[config.mk]
export PLATFORM = sky130hd
export DESIGN_NAME = rf_seq
export DESIGN_NICKNAME = d
export VERILOG_FILES = /design/src/rtl/rf_seq.sv
export SDC_FILE = /design/constraint.sdc
export NUM_CORES = 1
export LEC_CHECK = 0
export BUFFER_PORTS_ARGS = -buffer_cell sky130_fd_sc_hd__buf_2
export CAP_MARGIN = 20
export CORE_UTILIZATION = 47
export CTS_CLUSTER_DIAMETER = 30
export DETAILED_ROUTE_END_ITERATION = 12
export GPL_TIMING_DRIVEN = 1
export PLACE_DENSITY = 0.76
export RECOVER_POWER = 50
export SETUP_SLACK_MARGIN = 0.02
export SLEW_MARGIN = 40
export SYNTH_ARGS = -nofsm -noshare
export SYNTH_HDL_FRONTEND = slang
export SYNTH_SLANG_ARGS = --single-unit
[constraint.sdc]
create_clock -name clk -period 1.9 [get_ports clk]
set_input_delay 0.095 -clock clk [delete_from_list [all_inputs] [get_ports clk]]
set_output_delay 0.095 -clock clk [all_outputs]
set_load 0.05 [all_outputs]
[src/rtl/rf_seq.sv]
// Register-file sequencer: accepts one instruction at a time and drives the
// register-file strobes (enab/seg/mux_sel/reg_sel/or2_out) plus the ALU
// handshake. Every output comes straight from a flop.
module rf_seq #(
    parameter int unsigned ALU_TMO = 16
) (
    input  logic       clk,
    input  logic       rst_n,
    input  logic       instr_valid,
    output logic       instr_ready,
    input  logic [2:0] op,
    input  logic [2:0] rd,
    input  logic [2:0] rs,
    input  logic [7:0] imm,
    input  logic       alu_done,
    output logic [1:0] enab,
    output logic [2:0] seg,
    output logic [2:0] mux_sel,
    output logic [2:0] reg_sel,
    output logic [7:0] or2_out,
    output logic       alu_start,
    output logic       rd_done,
    output logic       err
);

    localparam logic [2:0] OpNop = 3'b000;
    localparam logic [2:0] OpMov = 3'b001;
    localparam logic [2:0] OpMvi = 3'b010;
    localparam logic [2:0] OpAlu = 3'b011;
    localparam logic [2:0] OpRd  = 3'b100;

    localparam logic [1:0] EnIdle  = 2'b00;
    localparam logic [1:0] EnWrite = 2'b01;
    localparam logic [1:0] EnRead  = 2'b11;

    localparam logic [2:0] SelReg = 3'b001;
    localparam logic [2:0] SelOr2 = 3'b010;
    localparam logic [2:0] SelAlu = 3'b011;

    // Last WAIT-cycle count value before the timeout fires.
    localparam logic [7:0] TmoLast = 8'(ALU_TMO - 1);

    typedef enum logic [2:0] {StIdle, StWr, StRds, StWait, StWb} state_e;

    state_e     state_q, state_d;
    logic [1:0] enab_q, enab_d;
    logic [2:0] seg_q, seg_d;
    logic [2:0] mux_sel_q, mux_sel_d;
    logic [2:0] reg_sel_q, reg_sel_d;
    logic [7:0] or2_q, or2_d;
    logic       alu_start_q, alu_start_d;
    logic       rd_done_q, rd_done_d;
    logic       err_q, err_d;
    logic       ready_q, ready_d;
    logic [7:0] cnt_q, cnt_d;
    logic [2:0] rd_cap_q, rd_cap_d;
    logic       is_alu_q, is_alu_d;

    // Next-state and next-output decode; outputs are computed for the state being entered.
    always_comb begin
        state_d     = state_q;
        enab_d      = EnIdle;
        seg_d       = seg_q;
        mux_sel_d   = mux_sel_q;
        reg_sel_d   = reg_sel_q;
        or2_d       = or2_q;
        alu_start_d = 1'b0;
        rd_done_d   = 1'b0;
        err_d       = 1'b0;
        cnt_d       = cnt_q;
        rd_cap_d    = rd_cap_q;
        is_alu_d    = is_alu_q;

        unique case (state_q)
            StIdle: begin
                if (instr_valid) begin
                    rd_cap_d = rd;
                    is_alu_d = 1'b0;
                    case (op)
                        OpNop: ;
                        OpMov: begin
                            state_d   = StWr;
                            enab_d    = EnWrite;
                            mux_sel_d = SelReg;
                            reg_sel_d = rs;
                            seg_d     = rd;
                        end
                        OpMvi: begin
                            state_d   = StWr;
                            enab_d    = EnWrite;
                            mux_sel_d = SelOr2;
                            seg_d     = rd;
                            or2_d     = imm;
                        end
                        OpRd: begin
                            state_d   = StRds;
                            enab_d    = EnRead;
                            seg_d     = rs;
                            rd_done_d = 1'b1;
                        end
                        OpAlu: begin
                            state_d     = StRds;
                            enab_d      = EnRead;
                            seg_d       = rs;
                            alu_start_d = 1'b1;
                            is_alu_d    = 1'b1;
                        end
                        default: err_d = 1'b1;
                    endcase
                end
            end
            StWr: state_d = StIdle;
            StRds: begin
                if (is_alu_q) begin
                    state_d = StWait;
                    cnt_d   = 8'd0;
                end else begin
                    state_d = StIdle;
                end
            end
            StWait: begin
                // alu_done on the last counted cycle takes priority over the timeout.
                if (alu_done) begin
                    state_d   = StWb;
                    enab_d    = EnWrite;
                    mux_sel_d = SelAlu;
                    seg_d     = rd_cap_q;
                end else if (cnt_q == TmoLast) begin
                    state_d = StIdle;
                    err_d   = 1'b1;
                end else begin
                    cnt_d = cnt_q + 8'd1;
                end
            end
            StWb: state_d = StIdle;
            default: state_d = StIdle;
        endcase

        ready_d = (state_d == StIdle);
    end

    // State and output registers with asynchronous reset.
    always_ff @(posedge clk or negedge rst_n) begin
        if (!rst_n) begin
            state_q     <= StIdle;
            enab_q      <= EnIdle;
            seg_q       <= 3'd0;
            mux_sel_q   <= 3'd0;
            reg_sel_q   <= 3'd0;
            or2_q       <= 8'd0;
            alu_start_q <= 1'b0;
            rd_done_q   <= 1'b0;
            err_q       <= 1'b0;
            ready_q     <= 1'b1;
            cnt_q       <= 8'd0;
            rd_cap_q    <= 3'd0;
            is_alu_q    <= 1'b0;
        end else begin
            state_q     <= state_d;
            enab_q      <= enab_d;
            seg_q       <= seg_d;
            mux_sel_q   <= mux_sel_d;
            reg_sel_q   <= reg_sel_d;
            or2_q       <= or2_d;
            alu_start_q <= alu_start_d;
            rd_done_q   <= rd_done_d;
            err_q       <= err_d;
            ready_q     <= ready_d;
            cnt_q       <= cnt_d;
            rd_cap_q    <= rd_cap_d;
            is_alu_q    <= is_alu_d;
        end
    end

    assign instr_ready = ready_q;
    assign enab        = enab_q;
    assign seg         = seg_q;
    assign mux_sel     = mux_sel_q;
    assign reg_sel     = reg_sel_q;
    assign or2_out     = or2_q;
    assign alu_start   = alu_start_q;
    assign rd_done     = rd_done_q;
    assign err         = err_q;

endmodule

### Word-level counts from Yosys, hierarchy flattened

Cells that the tools add are included.

* register bits after elaboration: 38
* input bits: 21
* output and inout bits: 23
* word-level logic and storage cells: 75

* add/subtract/negate cells: 1
* equality and inequality tests: 14
* muxes and demuxes: 33
* reduce and logical (&&, ||, !) cells: 14

Operators with widths (count)
* $pmux 3 s2: 5
* $mux 8: 3
* $mux 3: 7
* $pmux 8 s2: 1
* $eq 3x2->1 const B: 4
* $reduce_and 4->1: 3
* $mux 1: 11
* $ne 2x2->1 const B: 5
* $logic_not 3->1: 3
* $pmux 3 s3: 1
* $add 8x1->8 const B: 1
* $eq 8x4->1 const B: 1
* $pmux 2 s2: 2
* $reduce_and 3->1: 2
* $reduce_or 5->1: 1
* $mux 2: 2
* $reduce_bool 2->1: 2
* $reduce_or 2->1: 2
* $eq 3x1->1 const B: 1
* $eq 3x3->1 const B: 1
* $ne 3x1->1 const B: 1
* $ne 3x3->1 const B: 1
* $pmux 1 s2: 1
* $reduce_and 2->1: 1

### Logic depth before layout (Yosys ltp)

* word-level depth: 6
* gate-level depth with buffers: 6
* gate-level depth less buffers: 5

### Least setup slack after synthesis

Ideal clock, no wire load.

* path type: reg-to-reg
* from: reg state_q[1]
* to: reg reg_sel_q[0], in the netlist reg_sel[0]
* library setup time: 0.125 ns
* data arrival time: 1.701 ns
* data required time: 1.775 ns
* slack: 0.074 ns
* cell stages (with the launch flop): 6
* path buffers: 1
* period minus slack after synthesis: 1.826 ns
* path through: dfrtp_1 -> or4b_1 -> buf_2 -> nor3_4 -> and2_4 -> mux2_4

* word-level cells in the longest chain between the ends: 2

Ends and longest elaborated chain
* start: declaration: RTL line 45 `state_e state_q, state_d;`
* start signal: assignment: RTL line 145 `state_q <= StIdle;`
* start signal: assignment: RTL line 159 `state_q <= state_d;`
* $logic_not 3->1: RTL line 74 `unique case (state_q)`
* $reduce_and 3->1 (no source line)
* end signal: assignment: RTL line 163 `reg_sel_q <= reg_sel_d;`
* end: declaration: RTL line 49 `logic [2:0] reg_sel_q, reg_sel_d;`

No other way between the ends.
A chain may end at the register's enable or synchronous reset.

### Final worst setup path

* from: reg state_q[1]
* to: reg reg_sel_q[2], in the netlist reg_sel[2]

The elaborated chain is that of the path after synthesis.

==> impl_metrics.tcl <==
set metrics [dict create \
    setup.worst_path.end_class "register" \
    fin_crit_ps 1780 \
    ioPinCount 44 \
    post_cts_resized 0 \
    dr_total_vias 1402 \
    synth_cell_types 44 \
    io_buffers 42 \
    via_per_inst 5.33 \
    reg2reg_to "reg_sel[2]" \
    clk_root_buffer_cell "clkbuf_8" \
    cts_made_buffers 5 \
    yosysTopAreaCellShare 0.504 \
    yosys-mux-area-fraction 0.0875 \
    tightest_slew_ps 889 \
    dp_slack_ps 136 \
    gr-total-overflow 0 \
    status "complete, but fails checks" \
    synth_compound_area_frac 0.126 \
    fp.dieArea_sq_um 4050 \
    synth.net_count 185 \
    critPathLaunchType "register" \
    place_hpwl_um 2720 \
    synth-xor-area-share 0.0294 \
    grt_pass1_wl_um 6340 \
    area_growth_pct 23.2 \
    r2r_slack_ps 120 \
    syn_area_sq_um 1790 \
    fmax_mhz 563 \
    grtUsageTotal 0.209 \
    drtAntennaViolNets 0 \
    yosys_warnings 0 \
    core.rowCount 22 \
    syn_avg_cell_area_sq_um 11.0 \
    grt_max_degree 38 \
    post-route-period-util 0.935 \
    hold_depth 2 \
    cp.required_ps 2080 \
    p_total_mw 2.47 \
    ff2ff_path_depth 4 \
    fp.dieW_um 63.7 \
    synthSimpleGateAreaFrac 0.203 \
    cts.sinks 37 \
    gp_congestion 0.788 \
    synth_most_common_cell "dfrtp_1" \
    final_hold_viol_count 0 \
    worstPathArrival_ps 1960 \
    setup_viol 0 \
    r2r_start "state_q[1]" \
    antenna_cells 0 \
    p_leak_nw 1.05 \
    slew-limit-headroom 0.408 \
    hold_class "input port to register" \
    dr.pass1.iters 8 \
    nets 236 \
    cp-startpoint "state_q[1]" \
    seq_area_frac_synth 0.519 \
    fp.dieH_um 63.7 \
    wl_um 3860 \
    fill_cells 324 \
    postSynthCellCount 163 \
    tns_ps 0 \
    synth_seq_cells 37 \
    skew_ps 6.97 \
    clk_path_buf_depth 2 \
    power_density_nw_per_um2 1120 \
    dpl-instance-area_sq_um 2090 \
    holdPathEnd "or2_out[3]" \
    synth_top_family_by_area "simple AND/OR/NAND/NOR gates" \
    setup_slack_ps 124 \
    synth_edf_count 0 \
    path_clk_slew_ps 80 \
    path_class "register to register" \
    grt_pass1_vias 1371 \
    synthAdderAreaFrac 0.00700 \
    h-tree-depth 2 \
    clk_latency_ps 290 \
    grt_setup_unrepaired "false" \
    min-delay-start "imm[3]" \
    yosys-top-cells-count "dfrtp_1 (36), nand2_1 (25), o21ai_0 (12)" \
    first_iter_violations 85 \
    multiInputGateArea_sq_um 813 \
    coreArea_sq_um 3660 \
    final_layout_size_suffix_gt1_frac 0.312 \
    synth-async-reset-ratio 1.00 \
    cts_tree "done" \
    drv_cap 0 \
    route.detailed.drc 1 \
    worstPathMaxFanout 3 \
    drt-wirelength-per-cell_um 14.7 \
    ys.flop_type "dfrtp_1" \
    irDropWorstVdd_mv 0.635 \
    initial_core_util 0.488 \
    grt_antenna_before_repair 0 \
    finalInstanceArea_sq_um 2200 \
    slew_violations 0 \
    violations "DRC" \
    yosysTopAreaCell "dfrtp_1" \
    synth_area_leaders "dfrtp_1 (50%), mux2_2 (5.7%), nand2_1 (5.3%), o21ai_0 (3.4%), xnor2_1 (2.9%)" \
    regArea_sq_um 927 \
]
-- worst max-delay path: stages, from the launching register on --
cell,delay [ps]
dfrtp_1,390
or4b_1,600
nor3_4,180
and2_4,200
mux2_4,300
-- repair_timing --
item / 4_1_cts / 5_1_grt
buffers inserted: 0 / 0
hold endpoints to repair: 36 / 0
hold buffers: 1 / 0
-- stage by stage --
| stage | std cells | utilization | hold slack [ps] |
|---|---|---|---|
| final | 263 | 0.602 | 29.4 |
| after global placement | 254 | 0.571 | 230 |
| after detailed placement | 254 | 0.571 | 235 |
| after floorplan | 163 | - | -201 |
| after CTS | 263 | 0.605 | 20.5 |
| after global routing | 263 | 0.602 | 20.2 |
-- power breakdown --
group	leakage, nW	switching (mW)	internal [mW]
combinational	0.529	0.541	0.220
sequential	0.468	0.0867	0.931
clock	0.0543	0.297	0.393
total	1.05	0.924	1.54
-- registers in the layout, summed over array words and instances (netlist names), 2 cells and up --
signal / cells
cnt_q: 8
enab: 2
mux_sel: 2
or2_out: 8
rd_cap_q: 3
reg_sel: 3
seg: 3
state_q: 3
-- worst max path at each step --
stage	end	depth (start not counted)
2_1_floorplan	reg_sel[0]	5
3_3_place_gp	reg_sel[0]	4
3_5_place_dp	reg_sel[2]	4
4_1_cts	reg_sel[2]	4
5_1_grt	seg[2]	7
6_report	reg_sel[2]	4
-- metal layers --
metal,global-route usage,wire [um]
met5,0,0
met4,0.0767,55
met3,0.0652,143
met2,0.335,1920
met1,0.264,1740
-- logic make-up after synthesis --
| kind of cell | count (synthesis) |
|---|---|
| AND/OR/NAND/NOR | 60 |
| other | 1 |
| buffers and inverters | 11 |
| multiplexers | 13 |
| AO/OA/AOI/OAI | 34 |
| adder cells (fa/ha/maj) | 1 |
| flip-flops | 37 |
| XOR/XNOR | 6 |
-- final cells by class --
class / instances / area share
Sequential cell: 37 / 0.421
Clock inverter: 3 / 0.0210
Inverter: 3 / 0.00511
Timing Repair Buffer: 52 / 0.125
Tap cell: 48 / 0.0273
Clock buffer: 5 / 0.0313
Multi-Input combinational cell: 115 / 0.369
-- layout by cell type (no fill, tap or decap), drive strengths merged, types with 2 or more instances in the layout --
cell     count
a2111oi      2
a21o         2
a21oi        4
a221oi       3
a311oi       3
and2         2
and3         2
and4b        4
buf         40
clkbuf      16
dfrtp       36
inv          3
mux2        12
nand2       25
nand3        2
nor2         9
nor3         5
o21a         3
o21ai       12
o31ai        2
xnor2        6
Power figures use the tool's default switching activity.
